--- config.mk ---
export PLATFORM = sky130hd
export DESIGN_NAME = text_scroll_ctrl
export DESIGN_NICKNAME = d
export VERILOG_FILES = /design/src/rtl/gpu_pkg.sv /design/src/rtl/txbl_port_arb.sv /design/src/rtl/text_scroll_ctrl.sv
export SDC_FILE = /design/constraint.sdc
export NUM_CORES = 1
export LEC_CHECK = 0
export ABC_AREA = 0
export ABC_CLOCK_PERIOD_IN_PS = 5210
export BUFFER_PORTS_ARGS = -buffer_cell sky130_fd_sc_hd__buf_2
export CORE_ASPECT_RATIO = 1.2
export CORE_MARGIN = 5
export CORE_UTILIZATION = 51
export CTS_CLUSTER_SIZE = 16
export DETAILED_ROUTE_END_ITERATION = 10
export PLACE_DENSITY = 0.87
export SYNTH_ARGS = -nofsm -noshare
export SYNTH_HDL_FRONTEND = slang
export SYNTH_HIERARCHICAL = 1
export SYNTH_SLANG_ARGS = --single-unit
--- constraint.sdc ---
create_clock -name gpu_clk -period 5.21 [get_ports gpu_clk]
set_clock_uncertainty 0.05 [all_clocks]
set_input_delay 1.042 -clock gpu_clk [delete_from_list [all_inputs] [get_ports gpu_clk]]
set_output_delay 1.042 -clock gpu_clk [all_outputs]
set_load 0.005 [all_outputs]
--- src/rtl/gpu_pkg.sv ---
// Shared TXBL dimensions, command/state encodings and write payload
// for the text-layer GPU blocks.
package gpu_pkg;

    localparam int unsigned TXBL_COLS   = 32;
    localparam int unsigned TXBL_ADDR_W = 10;
    localparam int unsigned TXBL_DATA_W = 8;
    localparam int unsigned TXBL_ROW_W  = 5;
    localparam int unsigned TXBL_COL_W  = 5;

    typedef enum logic {
        TXBL_CLEAR  = 1'b0,
        TXBL_SCROLL = 1'b1
    } txbl_op_e;

    typedef enum logic [2:0] {
        IDLE,
        CLEAR,
        SCROLL_COPY,
        SCROLL_FILL,
        FINISH
    } txbl_state_e;

    typedef struct packed {
        logic [TXBL_ADDR_W-1:0] addr;
        logic [TXBL_DATA_W-1:0] data;
    } txbl_wr_t;

endpackage

--- src/rtl/txbl_port_arb.sv ---
// Single TXBL write port mux: CPU always wins, the engine only writes
// (and may advance) on cycles the CPU leaves free.
module txbl_port_arb
    import gpu_pkg::*;
(
    input  logic                   rst,
    input  logic                   cpu_we,
    input  logic [TXBL_ADDR_W-1:0] cpu_addr,
    input  logic [TXBL_DATA_W-1:0] cpu_data,
    input  logic                   eng_req,
    input  logic [TXBL_ADDR_W-1:0] eng_addr,
    input  logic [TXBL_DATA_W-1:0] eng_data,
    output logic                   we_c,
    output logic [TXBL_ADDR_W-1:0] addr_c,
    output logic [TXBL_DATA_W-1:0] data_c,
    output logic                   eng_go_c
);

    txbl_wr_t sel_c;

    always_comb begin
        we_c     = 1'b0;
        eng_go_c = 1'b0;
        sel_c    = '{addr: cpu_addr, data: cpu_data};
        if (!rst) begin
            if (cpu_we) begin
                we_c = 1'b1;
            end else if (eng_req) begin
                we_c     = 1'b1;
                eng_go_c = 1'b1;
                sel_c    = '{addr: eng_addr, data: eng_data};
            end
        end
    end

    assign addr_c = sel_c.addr;
    assign data_c = sel_c.data;

endmodule

--- src/rtl/text_scroll_ctrl.sv ---
// Clear / scroll-up engine for the 32-column text table, one tile per
// free write-port cycle, optionally restricted to vertical blank.
module text_scroll_ctrl
    import gpu_pkg::*;
#(
    parameter int unsigned ROWS        = 30,
    parameter int unsigned VBLANK_ONLY = 1
) (
    input  logic                   gpu_clk,
    input  logic                   rst,
    input  logic                   vblank,
    input  logic                   cmd_valid,
    output logic                   cmd_ready,
    input  logic                   cmd_op,
    input  logic [TXBL_DATA_W-1:0] cmd_fill,
    output logic                   busy,
    output logic                   done,
    input  logic                   cpu_we,
    input  logic [TXBL_ADDR_W-1:0] cpu_addr,
    input  logic [TXBL_DATA_W-1:0] cpu_data,
    output logic                   txbl_we,
    output logic [TXBL_ADDR_W-1:0] txbl_addr,
    output logic [TXBL_DATA_W-1:0] txbl_wdata,
    output logic [TXBL_ADDR_W-1:0] txbl_rd_addr,
    input  logic [TXBL_DATA_W-1:0] txbl_rd_data
);

    localparam logic [TXBL_ROW_W-1:0] LAST_ROW      = TXBL_ROW_W'(ROWS - 1);
    localparam logic [TXBL_ROW_W-1:0] LAST_COPY_ROW = TXBL_ROW_W'(ROWS - 2);
    localparam logic [TXBL_COL_W-1:0] LAST_COL      = TXBL_COL_W'(TXBL_COLS - 1);
    localparam logic                  VB_GATE       = (VBLANK_ONLY != 0);

    txbl_state_e             state, state_d;
    logic [TXBL_ROW_W-1:0]   row, row_d;
    logic [TXBL_COL_W-1:0]   col, col_d;
    logic [TXBL_DATA_W-1:0]  fill, fill_d;
    logic                    done_d;

    logic                    active_c;
    logic                    eng_req_c;
    logic                    eng_go_c;
    logic [TXBL_DATA_W-1:0]  eng_data_c;
    logic [TXBL_ROW_W-1:0]   src_row_c;

    assign active_c   = (state == CLEAR) || (state == SCROLL_COPY) || (state == SCROLL_FILL);
    assign eng_req_c  = active_c && (vblank || !VB_GATE);
    assign eng_data_c = (state == SCROLL_COPY) ? txbl_rd_data : fill;
    assign src_row_c  = row + TXBL_ROW_W'(1);

    // Copy reads the row below the one being written.
    assign txbl_rd_addr = (state == SCROLL_COPY) ? {src_row_c, col} : '0;

    txbl_port_arb u_arb (
        .rst      (rst),
        .cpu_we   (cpu_we),
        .cpu_addr (cpu_addr),
        .cpu_data (cpu_data),
        .eng_req  (eng_req_c),
        .eng_addr ({row, col}),
        .eng_data (eng_data_c),
        .we_c     (txbl_we),
        .addr_c   (txbl_addr),
        .data_c   (txbl_wdata),
        .eng_go_c (eng_go_c)
    );

    always_ff @(posedge gpu_clk) begin
        if (rst) begin
            state     <= IDLE;
            row       <= '0;
            col       <= '0;
            fill      <= '0;
            done      <= 1'b0;
            busy      <= 1'b0;
            cmd_ready <= 1'b1;
        end else begin
            state     <= state_d;
            row       <= row_d;
            col       <= col_d;
            fill      <= fill_d;
            done      <= done_d;
            busy      <= (state_d != IDLE);
            cmd_ready <= (state_d == IDLE);
        end
    end

    // Counters only move on cycles the engine actually owns the port.
    always_comb begin
        state_d = state;
        row_d   = row;
        col_d   = col;
        fill_d  = fill;
        done_d  = 1'b0;
        case (state)
            IDLE: begin
                if (cmd_valid) begin
                    fill_d = cmd_fill;
                    row_d  = '0;
                    col_d  = '0;
                    if (txbl_op_e'(cmd_op) == TXBL_SCROLL) begin
                        state_d = (ROWS == 1) ? SCROLL_FILL : SCROLL_COPY;
                    end else begin
                        state_d = CLEAR;
                    end
                end
            end
            CLEAR: begin
                if (eng_go_c) begin
                    col_d = col + TXBL_COL_W'(1);
                    if (col == LAST_COL) begin
                        row_d = row + TXBL_ROW_W'(1);
                        if (row == LAST_ROW) state_d = FINISH;
                    end
                end
            end
            SCROLL_COPY: begin
                if (eng_go_c) begin
                    col_d = col + TXBL_COL_W'(1);
                    if (col == LAST_COL) begin
                        if (row == LAST_COPY_ROW) begin
                            row_d   = LAST_ROW;
                            col_d   = '0;
                            state_d = SCROLL_FILL;
                        end else begin
                            row_d = row + TXBL_ROW_W'(1);
                        end
                    end
                end
            end
            SCROLL_FILL: begin
                if (eng_go_c) begin
                    col_d = col + TXBL_COL_W'(1);
                    if (col == LAST_COL) state_d = FINISH;
                end
            end
            FINISH: begin
                done_d  = 1'b1;
                state_d = IDLE;
            end
            default: state_d = IDLE;
        endcase
    end

endmodule

==> results.json, run 1 <==
{
  "outcome": "complete, no violations",
  "grt_usage_pct": 19.4,
  "arrival_ps": 2850,
  "cts_hold_buf": 0,
  "fin_crit_sh_pct": 75.6,
  "antenna_found_initial": 0,
  "cts_setup_buffers": 0,
  "dpl-instance-area_um2": 2010,
  "peakVddDrop_mv": 0.153,
  "fin_util_pct": 66.2,
  "multiInputGateArea_um2": 1100,
  "max_freq_mhz": 254,
  "postRouteWirelength_um": 4270,
  "dieHeight_um": 72.5,
  "ys_ff_latch": 24,
  "regToRegSetupSlack_ps": 1930,
  "gp_congestion": 0.801,
  "synth_xor_area_share_pct": 3.70,
  "yosysSeqAreaShare_pct": 29.0,
  "start_util_pct": 53.3,
  "synth_top_family_by_area": "simple AND/OR/NAND/NOR gates",
  "synth_mux_area_share_pct": 16.1,
  "cts_resized": 0,
  "reg2reg_depth": 8,
  "synth_area_um2": 1660,
  "path_clk_slew_ps": 140,
  "cts_buffer_depth": 2,
  "clk_latency_ps": 310,
  "cap_violations": 0,
  "timing.rr.end": "row[1]",
  "grt_overflow": 0,
  "finalHoldViolations": 0,
  "worstSetupEndpointType": "primary output",
  "fill_cells": 302,
  "cts_buffers": 3,
  "max_slew_margin_pct": 41.9,
  "synthAdderAreaFrac_pct": 4.52,
  "critPathKind": "register to primary output",
  "first_global_vias": 1649,
  "yosysUniqueCellTypes": 37,
  "hold_path.class": "register to register",
  "total_leakage_power_nw": 0.940,
  "min_path_cells": 2,
  "cp-start-kind": "register",
  "via_count": 1691,
  "grt_max_degree": 25,
  "coreArea_um2": 3110,
  "synthSimpleGateAreaFrac_pct": 27.5,
  "switchingPower_uw": 118,
  "fin_nets": 317,
  "vias_per_cell": 5.53,
  "clock-root-buffer": "clkbuf_4",
  "ys.warnings.count": 6,
  "synth-compound-area-share_pct": 13.7,
  "dpl.hpwl_um": 3160,
  "timing.hold.ws_ps": 420,
  "tns_ps": 0,
  "dr.pass1.iters": 4,
  "tightest_slew_ps": 869,
  "p_per_area_nw_per_um2": 213,
  "synthToLayoutAreaGrowth_pct": 24.1,
  "setup_viol": 0,
  "io_pins": 72,
  "drc": 0,
  "htreeDepth": 1,
  "crit_required_ps": 4120,
  "fp-row-count": 22,
  "post_drt_wl_per_cell_um": 14.0,
  "crit_fanout": 16,
  "grt_setup_unrepaired": "no",
  "clock-sinks": 24,
  "cts_tree": "built",
  "whs_endpoint": "fill[0]",
  "p_seq_share_pct": 46.5,
  "comb_power_share_pct": 22.8,
  "pwr-share-clk_pct": 30.8,
  "ant_nets": 0,
  "regArea_um2": 480,
  "synth_fp_nets": 253,
  "drive_above_1_share_pct": 36.7,
  "syn-instance-count": 207,
  "finalInstanceArea_um2": 2060,
  "holdCritStartpoint": "fill[0]",
  "grt_pass1_wl_um": 6910,
  "die_x_um": 62.1,
  "dieArea_um2": 4500,
  "syn_avg_cell_area_um2": 8.01,
  "r2r_start": "state[1]",
  "p_int_uw": 321,
  "slew_violations": 0,
  "drt_iter0_markers": 82,
  "fin_crit_ps": 3940,
  "antenna-diode-count": 0,
  "portBuffers": 71,
  "p_sw_share_pct": 26.8
}
==> worst max-delay path, cell delays in order, from the launching register on <==
cell and delay [ps]:
dfxtp_1 670, nor2_1 150, nor3b_1 290, nor3b_4 620, buf_4 350, mux2_4 320, buf_2 120
==> flip-flops by register name, summed over array words and instances (netlist names) <==
name,flops
state,3
done,1
fill,8
col,5
busy,1
cmd_ready,1
row,5
==> metal layers <==
layer  track usage, %  share of wire, %
met5                0                 0
met4             7.08              0.66
met3             2.85               8.0
met2             35.3                53
met1             21.9                39
==> worst max-delay path by stage <==
stage,startpoint,to,slack [ps],cells after the start
finish,state[1],txbl_addr[4],1270,6
global route,state[1],txbl_addr[4],1060,6
CTS,state[0],txbl_addr[3],1250,6
detailed placement,vblank,txbl_addr[3],1310,6
global placement,vblank,txbl_addr[1],1380,6
floorplan,vblank,txbl_addr[0],2080,5
==> logic make-up after synthesis <==
group,after synthesis
simple gates,94
compound gates,37
flops,24
mux,21
buf+inv,18
xor+xnor,7
fa+ha+maj,6
==> layout by cell type (no fill, tap or decap), types with 6 or more instances in the layout <==
cell,synthesis,routed
buf_2,0,71
mux2_2,9,9
a21oi_1,14,14
nor2_1,15,15
nand2_1,46,46
ha_1,6,6
mux2_4,9,9
nor3_1,6,6
dfxtp_1,24,24
and2_1,6,6
o21ai_0,9,9
==> stage by stage <==
stage          power, mW  setup slack, ps  std cells
2_1_floorplan      0.269             2080        207
3_3_place_gp       0.305             1380        302
3_5_place_dp       0.308             1310        302
4_1_cts            0.441             1250        306
5_1_grt            0.463             1060        306
6_report           0.439             1270        306
==> power by group through the flow <==
stage	Clock [mW]	Combinational (mW)	Sequential, mW
floorplan	0	0.0656	0.203
global placement	0	0.0974	0.207
detailed placement	0	0.100	0.208
CTS	0.136	0.101	0.204
global route	0.146	0.112	0.205
finish	0.135	0.0999	0.204
==> cell usage after synthesis <==
library cell | instances | share of area, %
mux2_2 | 9 | 6.1
buf_6 | 1 | 0.68
nor4b_2 | 1 | 0.90
nor2b_1 | 2 | 0.75
inv_1 | 5 | 1.1
a31oi_1 | 1 | 0.38
clkbuf_1 | 11 | 2.5
or3b_2 | 2 | 1.1
nor2_1 | 15 | 3.4
dfxtp_1 | 24 | 29
xnor2_1 | 5 | 2.6
mux2i_1 | 3 | 1.8
and3_1 | 1 | 0.38
a21o_1 | 1 | 0.45
xor2_1 | 2 | 1.1
a22oi_1 | 1 | 0.45
a21boi_0 | 1 | 0.45
nor4_1 | 2 | 0.75
or4b_1 | 2 | 1.2
a21oi_1 | 14 | 4.2
a311oi_1 | 3 | 1.6
nor3_1 | 6 | 1.8
nor3b_2 | 1 | 0.75
buf_12 | 1 | 1.2
nand4_1 | 1 | 0.38
o31a_1 | 2 | 1.1
nor4b_1 | 2 | 1.1
a211oi_1 | 3 | 1.4
and2_1 | 6 | 2.3
mux2_4 | 9 | 8.1
o21ai_0 | 9 | 2.7
ha_1 | 6 | 4.5
nor3b_1 | 2 | 0.90
a311o_1 | 1 | 0.60
o31ai_1 | 1 | 0.45
nand2_1 | 46 | 10
nand3_1 | 5 | 1.5
==> cell type report <==
cell class                 count  share of cell area, %
tap                           36                   2.19
clock buffer                   3                   1.09
clock inverter                 1                   1.46
sequential                    24                   23.3
inverter                       5                  0.912
timing repair buffer          72                   17.6
multi-input combinational    165                   53.4
Note: power is estimated with default switching activity, not from simulation.
==> run 2: changes to the inputs <==
--- a/config.mk
+++ b/config.mk
@@ -6,14 +6,14 @@
 export NUM_CORES = 1
 export LEC_CHECK = 0
 export ABC_AREA = 0
-export ABC_CLOCK_PERIOD_IN_PS = 5210
+export ABC_CLOCK_PERIOD_IN_PS = 3300
 export BUFFER_PORTS_ARGS = -buffer_cell sky130_fd_sc_hd__buf_2
 export CORE_ASPECT_RATIO = 1.2
 export CORE_MARGIN = 5
-export CORE_UTILIZATION = 51
+export CORE_UTILIZATION = 43
 export CTS_CLUSTER_SIZE = 16
 export DETAILED_ROUTE_END_ITERATION = 10
-export PLACE_DENSITY = 0.87
+export PLACE_DENSITY = 0.78
 export SYNTH_ARGS = -nofsm -noshare
 export SYNTH_HDL_FRONTEND = slang
 export SYNTH_HIERARCHICAL = 1
==> constraint.sdc (replaced) <==
create_clock -name gpu_clk -period 3.3 [get_ports gpu_clk]
set_clock_uncertainty 0.05 [all_clocks]
set_input_delay 0.66 -clock gpu_clk [delete_from_list [all_inputs] [get_ports gpu_clk]]
set_output_delay 0.66 -clock gpu_clk [all_outputs]
set_load 0.005 [all_outputs]
==> run 2 against run 1 <==
  * First-iteration DRC count rose by 1.2%
  * Largest cell class unchanged
  * Sequential cell count did not move
  * Wire length fell by 5.6%
==> results.json, run 2 (synthesis gave the netlist of run 1 again) <==
{
  "path_clk_slew_ps": 80,
  "portBuffers": 71,
  "gp_congestion": 0.840,
  "worstSetupEndpointType": "primary output",
  "final_common_cell": "buf_2",
  "fin_nets": 319,
  "regToRegSetupSlack_ps": 590,
  "die_x_um": 66.7,
  "htreeDepth": 1,
  "drt_iter0_markers": 83,
  "peakVddDrop_mv": 0.127,
  "arrival_ps": 2250,
  "largest_reg_flops": 8,
  "cts_tree": "built",
  "dpl.hpwl_um": 3030,
  "dieArea_um2": 5210,
  "grt_pass1_wl_um": 6420,
  "fp-row-count": 24,
  "cap_violations": 0,
  "grt_setup_unrepaired": "no",
  "cts_setup_buffers": 0,
  "drive_above_1_share_pct": 37.3,
  "tns_ps": 0,
  "synthToLayoutAreaGrowth_pct": 25.3,
  "postRouteWirelength_um": 4030,
  "first_global_vias": 1481,
  "tightest_slew_ps": 799,
  "clk_latency_ps": 260,
  "final_cell_mix": "71 x buf_2, 46 x nand2_1, 22 x dfxtp_1, 15 x nor2_1, 14 x a21oi_1",
  "critPathKind": "register to primary output",
  "cts_buffers": 3,
  "hold_path.class": "register to register",
  "timing.hold.ws_ps": 410,
  "fin_crit_sh_pct": 89.6,
  "crit_required_ps": 2590,
  "antenna-diode-count": 0,
  "grt_usage_pct": 15.1,
  "finalHoldViolations": 0,
  "io_pins": 72,
  "antenna_found_initial": 0,
  "p_per_area_nw_per_um2": 311,
  "regMostFlops": "fill",
  "clock-sinks": 24,
  "outcome": "complete, no violations",
  "cts_resized": 0,
  "start_util_pct": 44.9,
  "slew_violations": 0,
  "grt_overflow": 0,
  "setup_viol": 0,
  "grt_max_degree": 25,
  "clock-root-buffer": "clkbuf_8",
  "reg_top3": "fill x8, col x5, row x5",
  "ant_nets": 0,
  "coreArea_um2": 3690,
  "crit_fanout": 24,
  "fin_crit_ps": 2960,
  "via_count": 1654,
  "drc": 0,
  "dr.pass1.iters": 4,
  "dieHeight_um": 78.0,
  "cts_buffer_depth": 2,
  "max_freq_mhz": 338,
  "total_leakage_power_nw": 0.941,
  "max_slew_margin_pct": 46.6,
  "cp-start-kind": "register",
  "vias_per_cell": 5.12,
  "post_drt_wl_per_cell_um": 12.5,
  "cts_hold_buf": 0
}
==> run 2: cell types whose count changed in the layout (fill, tap and decap cells not counted), sizes merged <==
| cell | previous run | this run |
|---|---|---|
| buf | 72 | 74 |
| bufinv | 1 | 0 |
==> run 2: where the power goes <==
part | switching (mW) | internal [mW] | total (mW)
sequential | 0.0165 | 0.305 | 0.321
clock | 0.0874 | 0.0816 | 0.169
combinational | 0.0760 | 0.0807 | 0.157
total | 0.180 | 0.467 | 0.647
==> run 2: critical path, cell delays in order (launching register included) <==
cell	delay [ps]
dfxtp_2	490
nor2_1	110
nor3b_1	280
nor3b_4	230
buf_4	350
mux2_2	380
buf_2	130
==> run 2: final cells by class <==
class	count	area, um2
Inverter	5	18.8
Tap cell	52	65.1
Timing Repair Buffer	74	378
Multi-Input combinational cell	165	1090
Fill cell	377	1610
Clock buffer	3	41.3
Sequential cell	24	483
==> run 2: worst paths after layout <==
path | start | end | depth (start not counted)
worst max-delay path | state[1] | txbl_wdata[3] | 6
worst max register to register | state[1] | row[1] | 8
worst min-delay path | fill[1] | fill[1] | 2
worst min register to register | fill[1] | fill[1] | 2
==> run 2: stage by stage <==
| stage | power [mW] | instance area (um2) | worst slack [ps] | cells | utilization, % |
|---|---|---|---|---|---|
| CTS | 0.652 | 2080 | 183 | 323 | 56.2 |
| detailed placement | 0.486 | 2040 | 449 | 320 | 55.1 |
| floorplan | 0.424 | 1660 | 707 | 207 | - |
| global placement | 0.481 | 2040 | 560 | 320 | 55.1 |
| finish | 0.647 | 2080 | 343 | 323 | 56.3 |
| global route | 0.679 | 2080 | 187 | 323 | 56.3 |
==> run 2: layer usage <==
layer  vias up  wire, um  GRT usage, %
met5         -         0             0
met1       737      1780          18.7
met2        62      1850          25.9
met4         0        48          5.49
met3         5       362          2.71
li1        850         -             -
